===== src/rtl/ubuffer_fifo.sv =====
// ubuffer_fifo: parametrised elastic buffer following the single-stage UBuffer
// register in the GRNG core. Circular store of DEPTH words of SIZE bits with
// valid/ready handshakes on both sides. in_ready, out_valid and count are decoded
// from registers only, so there is no combinational path between the two sides.
//
// Optional feature: define UBUFFER_FIFO_FLUSH_EN to add a synchronous flush
// input that clears pointers and count (storage contents are kept).
module ubuffer_fifo #(
  parameter int unsigned SIZE  = 32,
  parameter int unsigned DEPTH = 4
) (
  input  logic                     clk,
  input  logic                     rst_n,
`ifdef UBUFFER_FIFO_FLUSH_EN
  input  logic                     flush,
`endif
  input  logic [SIZE-1:0]          value,
  input  logic                     in_valid,
  output logic                     in_ready,
  output logic [SIZE-1:0]          buff_value,
  output logic                     out_valid,
  input  logic                     out_ready,
  output logic [$clog2(DEPTH):0]   count
);

  localparam int unsigned AW = $clog2(DEPTH);
  localparam int unsigned CW = AW + 1;

  logic [SIZE-1:0] r_mem [DEPTH];
  logic [AW-1:0]   r_wr_ptr;
  logic [AW-1:0]   r_rd_ptr;
  logic [CW-1:0]   r_count;

  logic [AW-1:0]   w_wr_ptr_d;
  logic [AW-1:0]   w_rd_ptr_d;
  logic [CW-1:0]   w_count_d;
  logic            w_in_ready;
  logic            w_out_valid;
  logic            w_push;
  logic            w_pop;
  logic            w_wr_en;

  // Handshake flags come from the registered count only; a pop on a full
  // buffer therefore cannot open the input in the same cycle.
  assign w_in_ready  = (r_count != CW'(DEPTH));
  assign w_out_valid = (r_count != '0);
  assign w_push      = in_valid && w_in_ready;
  assign w_pop       = w_out_valid && out_ready;

  assign in_ready    = w_in_ready;
  assign out_valid   = w_out_valid;
  assign count       = r_count;
  assign buff_value  = r_mem[r_rd_ptr];

  // Next-state for pointers and occupancy; DEPTH is a power of two so the
  // pointers wrap naturally at their own width.
  always_comb begin
    w_wr_ptr_d = r_wr_ptr;
    w_rd_ptr_d = r_rd_ptr;
    w_count_d  = r_count;
    w_wr_en    = w_push;

    if (w_push) begin
      w_wr_ptr_d = r_wr_ptr + AW'(1);
    end
    if (w_pop) begin
      w_rd_ptr_d = r_rd_ptr + AW'(1);
    end

    unique case ({w_push, w_pop})
      2'b10:   w_count_d = r_count + CW'(1);
      2'b01:   w_count_d = r_count - CW'(1);
      default: w_count_d = r_count;
    endcase

`ifdef UBUFFER_FIFO_FLUSH_EN
    // Flush overrides any push or pop; the offered word is discarded.
    if (flush) begin
      w_wr_ptr_d = '0;
      w_rd_ptr_d = '0;
      w_count_d  = '0;
      w_wr_en    = 1'b0;
    end
`endif
  end

  // Pointer and occupancy registers.
  always_ff @(posedge clk or negedge rst_n) begin
    if (!rst_n) begin
      r_wr_ptr <= '0;
      r_rd_ptr <= '0;
      r_count  <= '0;
    end else begin
      r_wr_ptr <= w_wr_ptr_d;
      r_rd_ptr <= w_rd_ptr_d;
      r_count  <= w_count_d;
    end
  end

  // Storage; cleared on reset so buff_value reads zero until the first push.
  always_ff @(posedge clk or negedge rst_n) begin
    if (!rst_n) begin
      for (int i = 0; i < int'(DEPTH); i++) begin
        r_mem[i] <= '0;
      end
    end else if (w_wr_en) begin
      r_mem[r_wr_ptr] <= value;
    end
  end

endmodule


===== config.mk =====
export PLATFORM = sky130hd
export DESIGN_NAME = ubuffer_fifo
export DESIGN_NICKNAME = d
export VERILOG_FILES = /design/src/rtl/ubuffer_fifo.sv
export SDC_FILE = /design/constraint.sdc
export NUM_CORES = 1
export LEC_CHECK = 0
export CAP_MARGIN = 15
export CORE_UTILIZATION = 45
export DETAILED_ROUTE_END_ITERATION = 8
export MAX_ROUTING_LAYER = met4
export PLACE_DENSITY = 0.66
export SYNTH_ARGS = -nofsm -noshare
export SYNTH_HDL_FRONTEND = slang
export SYNTH_SLANG_ARGS = --single-unit

===== constraint.sdc =====
create_clock -name clk -period 4.2 [get_ports clk]
set_clock_uncertainty 0.05 [all_clocks]
set_input_delay 0.42 -clock clk [delete_from_list [all_inputs] [get_ports clk]]
set_output_delay 0.42 -clock clk [all_outputs]
set_load 0.005 [all_outputs]

==> results of run 1 <==
[flip-flops by register name, summed over array words and instances (netlist names)]
name      count
r_mem       128
count         3
r_rd_ptr      2
r_wr_ptr      2
[cells by family after synthesis]
logic type               Yosys count  synth area share, %
AND/OR/NAND/NOR                    9                1.103
multiplexers                     162                40.03
AO/OA/AOI/OAI                      1               0.1522
flip-flops                       135                51.35
XOR/XNOR                           6               0.7989
adder cells (fa/ha/maj)            6                1.255
buffers and inverters             30                5.306
[synth_stat cells, types with 2 or more instances]
| cell | instances | share of area [%] |
|---|---|---|
| xor2_1 | 3 | 0.40 |
| and3_4 | 4 | 0.68 |
| clkbuf_1 | 5 | 0.29 |
| mux2_4 | 120 | 27 |
| mux4_2 | 32 | 11 |
| nand2_1 | 2 | 0.11 |
| xnor2_1 | 3 | 0.40 |
| inv_1 | 5 | 0.29 |
| ha_1 | 5 | 0.95 |
| buf_12 | 12 | 3.7 |
| buf_2 | 3 | 0.23 |
| dfrtp_1 | 135 | 51 |
| buf_6 | 5 | 0.86 |
| mux2_2 | 9 | 1.5 |
[metal layers]
layer | part of all wire [%] | up-vias | track usage (%) | wire length (microns)
met5 | 0 | - | - | 0
met4 | 1.6 | 0 | 7.546 | 199
met3 | 3.6 | 14 | 4.797 | 448
met2 | 47 | 57 | 27.18 | 5797
met1 | 48 | 1698 | 24.88 | 5834
li1 | - | 1412 | - | -
[worst max path at each step]
stage | endpoint | slack (ps) | depth (start not counted)
4_1_cts | buff_value[31] | 1100 | 3
3_5_place_dp | buff_value[31] | 1540 | 3
6_report | buff_value[31] | 1190 | 3
3_3_place_gp | buff_value[9] | 1560 | 3
2_1_floorplan | count[2] | 2060 | 9
5_1_grt | buff_value[5] | 1020 | 3
[worst max-delay path: cells and delay by family (launching register included)]
family                 cells  cell delay (ps)
buffers and inverters      2              830
muxes                      1              540
DFF                        1              750
[area by class of cell]
class,count,area (sq um)
fill,1128,6335
sequential,135,3381
multi-input combinational,184,2851
timing repair buffer,75,744.5
clock buffer,25,495.5
tap,180,225.2
clock inverter,4,45.04
inverter,5,18.77
[stage by stage]
step,cells,area (sq um),setup WS [ps],total power (W)
final,608,7761,1190,0.006880
after global routing,608,7761,1019,0.007284
after CTS,608,7761,1098,0.006974
after detailed placement,579,7221,1543,0.005544
after global placement,579,7221,1558,0.005483
after floorplan,349,6579,2064,0.004558
[power by group through the flow]
stage	combinational, W	sequential (W)	clock, W
floorplan	0.00232	0.00224	0
global placement	0.00301	0.00248	0
detailed placement	0.00305	0.00249	0
CTS	0.00308	0.00249	0.00141
global route	0.00324	0.00258	0.00147
finish	0.00302	0.00248	0.00137
==> summary.md, run 1 <==
| Metric | Value |
|---|---|
| Outcome | `finished clean` |
| DRC | `0` |
| Hold Slack | `about 46 ps` |
| Power share of the clock group | `about a fifth` |
| Worst r2r src | `count[0]` |
| Most common cell after layout, fill and taps aside | `dfrtp_1` |
| Cts hold-fix bufs | `0` |
| Initial antenna violation count | `0` |
| Syn avg cell area | `about 19 sq um` |
| Post-synth EDFFs | `0` |
| First-pass GRT wire length | `slightly below 20000 microns` |
| Cell variety after synth | `20` |
| Root Driver | `clkbuf_16` |
| PwrDens | `slightly below 900 nW/um^2` |
| Starting Density | `between 40% and 50%` |
| H-tree Lvls | `4` |
| Clock sink count | `135` |
| CP Capture Type | `output port` |
| CTS tree | `done` |
| Setup repair bufs after CTS | `0` |
| #FFs+latches synth | `approximately 140` |
| Via count | `around 3200` |
| All-Layer GR Usage | `between 10% and 20%` |
| Site Rows | `43` |
| Die Y | `between 100 and 150 microns` |
| Proportion of layout cells with a drive suffix above 1 | `between 40 and 50%` |
| Switch Pwr | `roughly 0.0019 W` |
| GPL Wtd Cong | `approximately 0.7` |
| Setup TNS | `0 ps` |
| Worst path max stage delay | `about 750 ps` |
| Vias in the first global route | `between 3000 and 4000` |
| Max cap viols | `0` |
| Core ar. | `approximately 14000 sq um` |
| Boundary pin count | `73` |
| Worst setup SP type | `flip-flop` |
| Leakage | `about 3.4 nW` |
| Clock slew at reported path FFs | `roughly 50 ps` |
| Required @ worst endpoint | `3730 ps` |
| Sequential power share | `36.1%` |
| Detailed Route WL | `12280 microns` |
| Die extent in x | `between 100 and 150 microns` |
| GR Overflow Total | `0` |
| Slew Viols, Final | `0` |
| Final hold vios | `0` |
| Comb pwr share | `between 40% and 50%` |
| Most frequent cells in the layout | `dfrtp_1 (133), mux2_4 (120), clkdlybuf4s50_1 (71)` |
| Area growth syn-to-layout | `17.97%` |
| Antenna viol nets, final | `0` |
| Final cycle utilization of the critical path | `between 70% and 80%` |
| Core Util, Final | `between 50% and 60%` |
| Tightest Pin Transition | `923.0 ps` |
| CTS buffer count | `17` |
| Internal power | `between 0.005 and 0.006 W` |
| Die ar. | `15110 sq um` |
| Slack of the worst reg-to-reg path | `roughly 1900 ps` |
| Number of port buffers | `72` |
| Largest net degree at the start of global routing | `roughly 100` |
| Period minus WS final | `3010 ps` |
| Slew HR | `approximately two fifths` |
| Synth warn | `0` |
| Final setup viols | `0` |
| Asr flop ratio synth | `100.0%` |
| CP arrival | `approximately 2500 ps` |
| Post-detailed-placement half-perimeter wirelength | `7069 microns` |
| Worst path slowest cell | `dfrtp_2` |
| Crit-path max FO | `17` |
| CTS Buffer Depth | `2` |
| Cells after synthesis | `~350` |
| Clk_lat worst skew | `approximately 410 ps` |
| Sequential area share after synthesis | `approximately half` |
| RR Endpoint | `count[2]` |
| Pre-Repair DR Iteration Count | `4` |
| Crit-path cells | `buf_4 > mux4_2 > clkdlybuf4s50_1` |
| Fin nets | `460` |
| WS Path Type | `reg2out` |
| Initial drt markers | `between 150 and 200` |
| Wire length per cell | `20.20 microns` |
| Vias/cell | `approximately 5.2` |
| Diode count | `0` |
| CP startpoint | `r_rd_ptr[0]` |
| Worst vdd ir | `roughly 350 uV` |
| RSZ-0062 raised after global routing | `no` |
| Reg2Reg Depth | `8` |
| Ys flop type | `dfrtp_1` |
| Syn Nets | `391` |
| Fmax achieved | `approximately 330 MHz` |
| Syn Std Cell Area | `6579 sq um` |
| Worst Hold Class | `in2async` |
| # resized after CTS | `0` |
| Sw frac | `between 20% and 30%` |
(Power assumes the default switching activity.)
==> run 2, diff against run 1 <==
clock period = 3 ns   (was 4.2 ns; I/O delays follow)
==> run 2 against run 1 <==
Compared with the run above:
- non-clock buffer count is 7 higher
- largest cell class unchanged
- via count is 2.6% higher
- power is 43% higher
- die area stayed put
==> summary.md, run 2 (synthesized netlist as in run 1, its figures left out) <==
| Metric | Value |
|---|---|
| Via count | `around 3300` |
| Final cycle utilization of the critical path | `roughly 90%` |
| M1 WL | `around 5700 microns` |
| Worst vdd ir | `around 500 uV` |
| Period minus WS final | `between 2000 and 3000 ps` |
| Post-detailed-placement half-perimeter wirelength | `between 7000 and 8000 microns` |
| Multi-input logic area | `between 2000 and 3000 sq um` |
| Largest net degree at the start of global routing | `85` |
| DRC | `0` |
| Max layer used | `met4` |
| Metal3 WL | `about 410 microns` |
| Fin nets | `467` |
| Clock slew at reported path FFs | `about 60 ps` |
| Diode count | `0` |
| Crit-path cells | `buf_4 > mux4_2 > clkdlybuf4s50_1` |
| Initial drt markers | `172` |
| Worst Hold Class | `in2async` |
| First-pass GRT wire length | `about 20000 microns` |
| Required @ worst endpoint | `~2700 ps` |
| Max cap viols | `0` |
| Fillers | `approximately 1100` |
| Setup TNS | `0 ps` |
| Pre-Repair DR Iteration Count | `4` |
| Antenna viol nets, final | `0` |
| Worst path max stage delay | `around 580 ps` |
| Detailed Route WL | `between 10000 and 15000 microns` |
| Worst setup SP type | `flip-flop` |
| WS Path Type | `reg2out` |
| GR Overflow Total | `0` |
| Max FFs per register | `approximately 130` |
| Most common cell after layout, fill and taps aside | `dfrtp_1` |
| FF/Latch Area | `3381 sq um` |
| Slew HR | `roughly 48%` |
| Vias/cell | `roughly 5.3` |
| Proportion of layout cells with a drive suffix above 1 | `between 40% and 50%` |
| Core ar. | `between 10000 and 15000 sq um` |
| Outcome | `finished clean` |
| Worst path slowest cell | `dfrtp_2` |
| Starting Density | `roughly 47%` |
| Die extent in x | `between 100 and 150 microns` |
| Die ar. | `roughly 15000 sq um` |
| All-Layer GR Usage | `about 19%` |
| Final Power | `a little under 0.01 W` |
| CTS buffer count | `17` |
| CP Capture Type | `output port` |
| Vias in the first global route | `3700` |
| Die Y | `between 100 and 150 microns` |
| Root Driver | `clkbuf_16` |
| RSZ-0062 raised after global routing | `no` |
| Initial antenna violation count | `0` |
| H-tree Lvls | `4` |
| Tightest Pin Transition | `between 700 and 800 ps` |
| Hold Slack | `around 430 ps` |
| Clk_lat worst skew | `~420 ps` |
| Wire length per cell | `20.35 microns` |
| Leakage | `approximately 3.4 nW` |
| CP arrival | `about 2300 ps` |
| Final setup viols | `0` |
| Setup repair bufs after CTS | `0` |
| CTS tree | `done` |
| Met2 wire len | `approximately 6200 microns` |
| Site Rows | `43` |
| GPL Wtd Cong | `0.7502` |
| Boundary pin count | `73` |
| Slew Viols, Final | `0` |
| PwrDens | `about 1200 nW/um^2` |
| CTS Buffer Depth | `2` |
| Final hold vios | `0` |
| Area growth syn-to-layout | `19.86%` |
| Top reg by flops | `r_mem` |
| Clock sink count | `about 140` |
| Fmax achieved | `roughly 370 MHz` |
| Number of port buffers | `between 70 and 80` |
| Most frequent cells in the layout | `dfrtp_1 (133), mux2_4 (120), clkdlybuf4s50_1 (71)` |
| Crit-path max FO | `11` |
==> run 2: cell count changes in the layout (fill, tap and decap cells not counted) <==
cell / before / now
buf_12: 0 / 4
buf_4: 3 / 5
clkbuf_1: 4 / 6
bufinv_16: 1 / 2
clkbuf_8: 4 / 3
clkinv_2: 3 / 2
dlygate4sd3_1: 0 / 1
==> run 2: final timing paths <==
path,start,endpoint,slack (ps),depth (start not counted)
worst max-delay path,r_rd_ptr[0],buff_value[31],320,3
worst min-delay path,rst_n,count[0],430,2
worst max register to register,count[1],count[2],730,8
worst min register to register,r_mem[56],r_mem[56],450,1
max in group asynchronous,rst_n,r_mem[96],1670,3
min in group clk,r_mem[56],r_mem[56],450,1
==> run 2: cell type report <==
type / instances / share of cell area, %
flip-flops and latches: 135 / 42.88
clock inverters: 4 / 0.8886
inverters: 5 / 0.2380
multi-input cells: 184 / 36.16
well taps: 180 / 2.856
clock buffers: 26 / 6.204
repair buffers: 82 / 10.77
==> run 2: where the power goes <==
part	switching, W	internal, W
combinational	0.00130	0.00310
sequential	0.000637	0.00278
clock	0.000719	0.00128
==> run 2: per-layer routing <==
| metal | vias up | GRT usage (%) |
|---|---|---|
| li1 | 1426 | - |
| met1 | 1768 | 25.09 |
| met2 | 54 | 29.00 |
| met3 | 15 | 5.212 |
| met4 | 0 | 7.241 |
| met5 | - | - |
==> run 2: repair_timing <==
| item | CTS | global route |
|---|---|---|
| resized for setup | 0 | 0 |
| endpoints found under the hold margin | 83 | 0 |
| hold buffers | 1 | 0 |
| endpoints found under the setup margin | 0 | 0 |
==> run 2: worst max-delay path: cells and delay by family (launching register included) <==
family / cells / cell delay (ps)
muxes: 1 / 570
DFF: 1 / 580
buffers and inverters: 2 / 750
==> run 2: through the flow <==
step	area, sq um	util (%)	std cells	worst slack, ps
2_1_floorplan	6579	-	349	863.6
3_3_place_gp	7316	51.90	585	732.3
3_5_place_dp	7316	51.90	585	725.5
4_1_cts	7885	55.94	616	259.5
5_1_grt	7885	55.94	616	172.5
6_report	7885	55.94	616	316.9
==> run 3, diff against run 2 <==
CAP_MARGIN = 20   (was 15)
==> results of run 3 <==
Same layout as run 2: the final DEF is identical, and so are final timing and power.
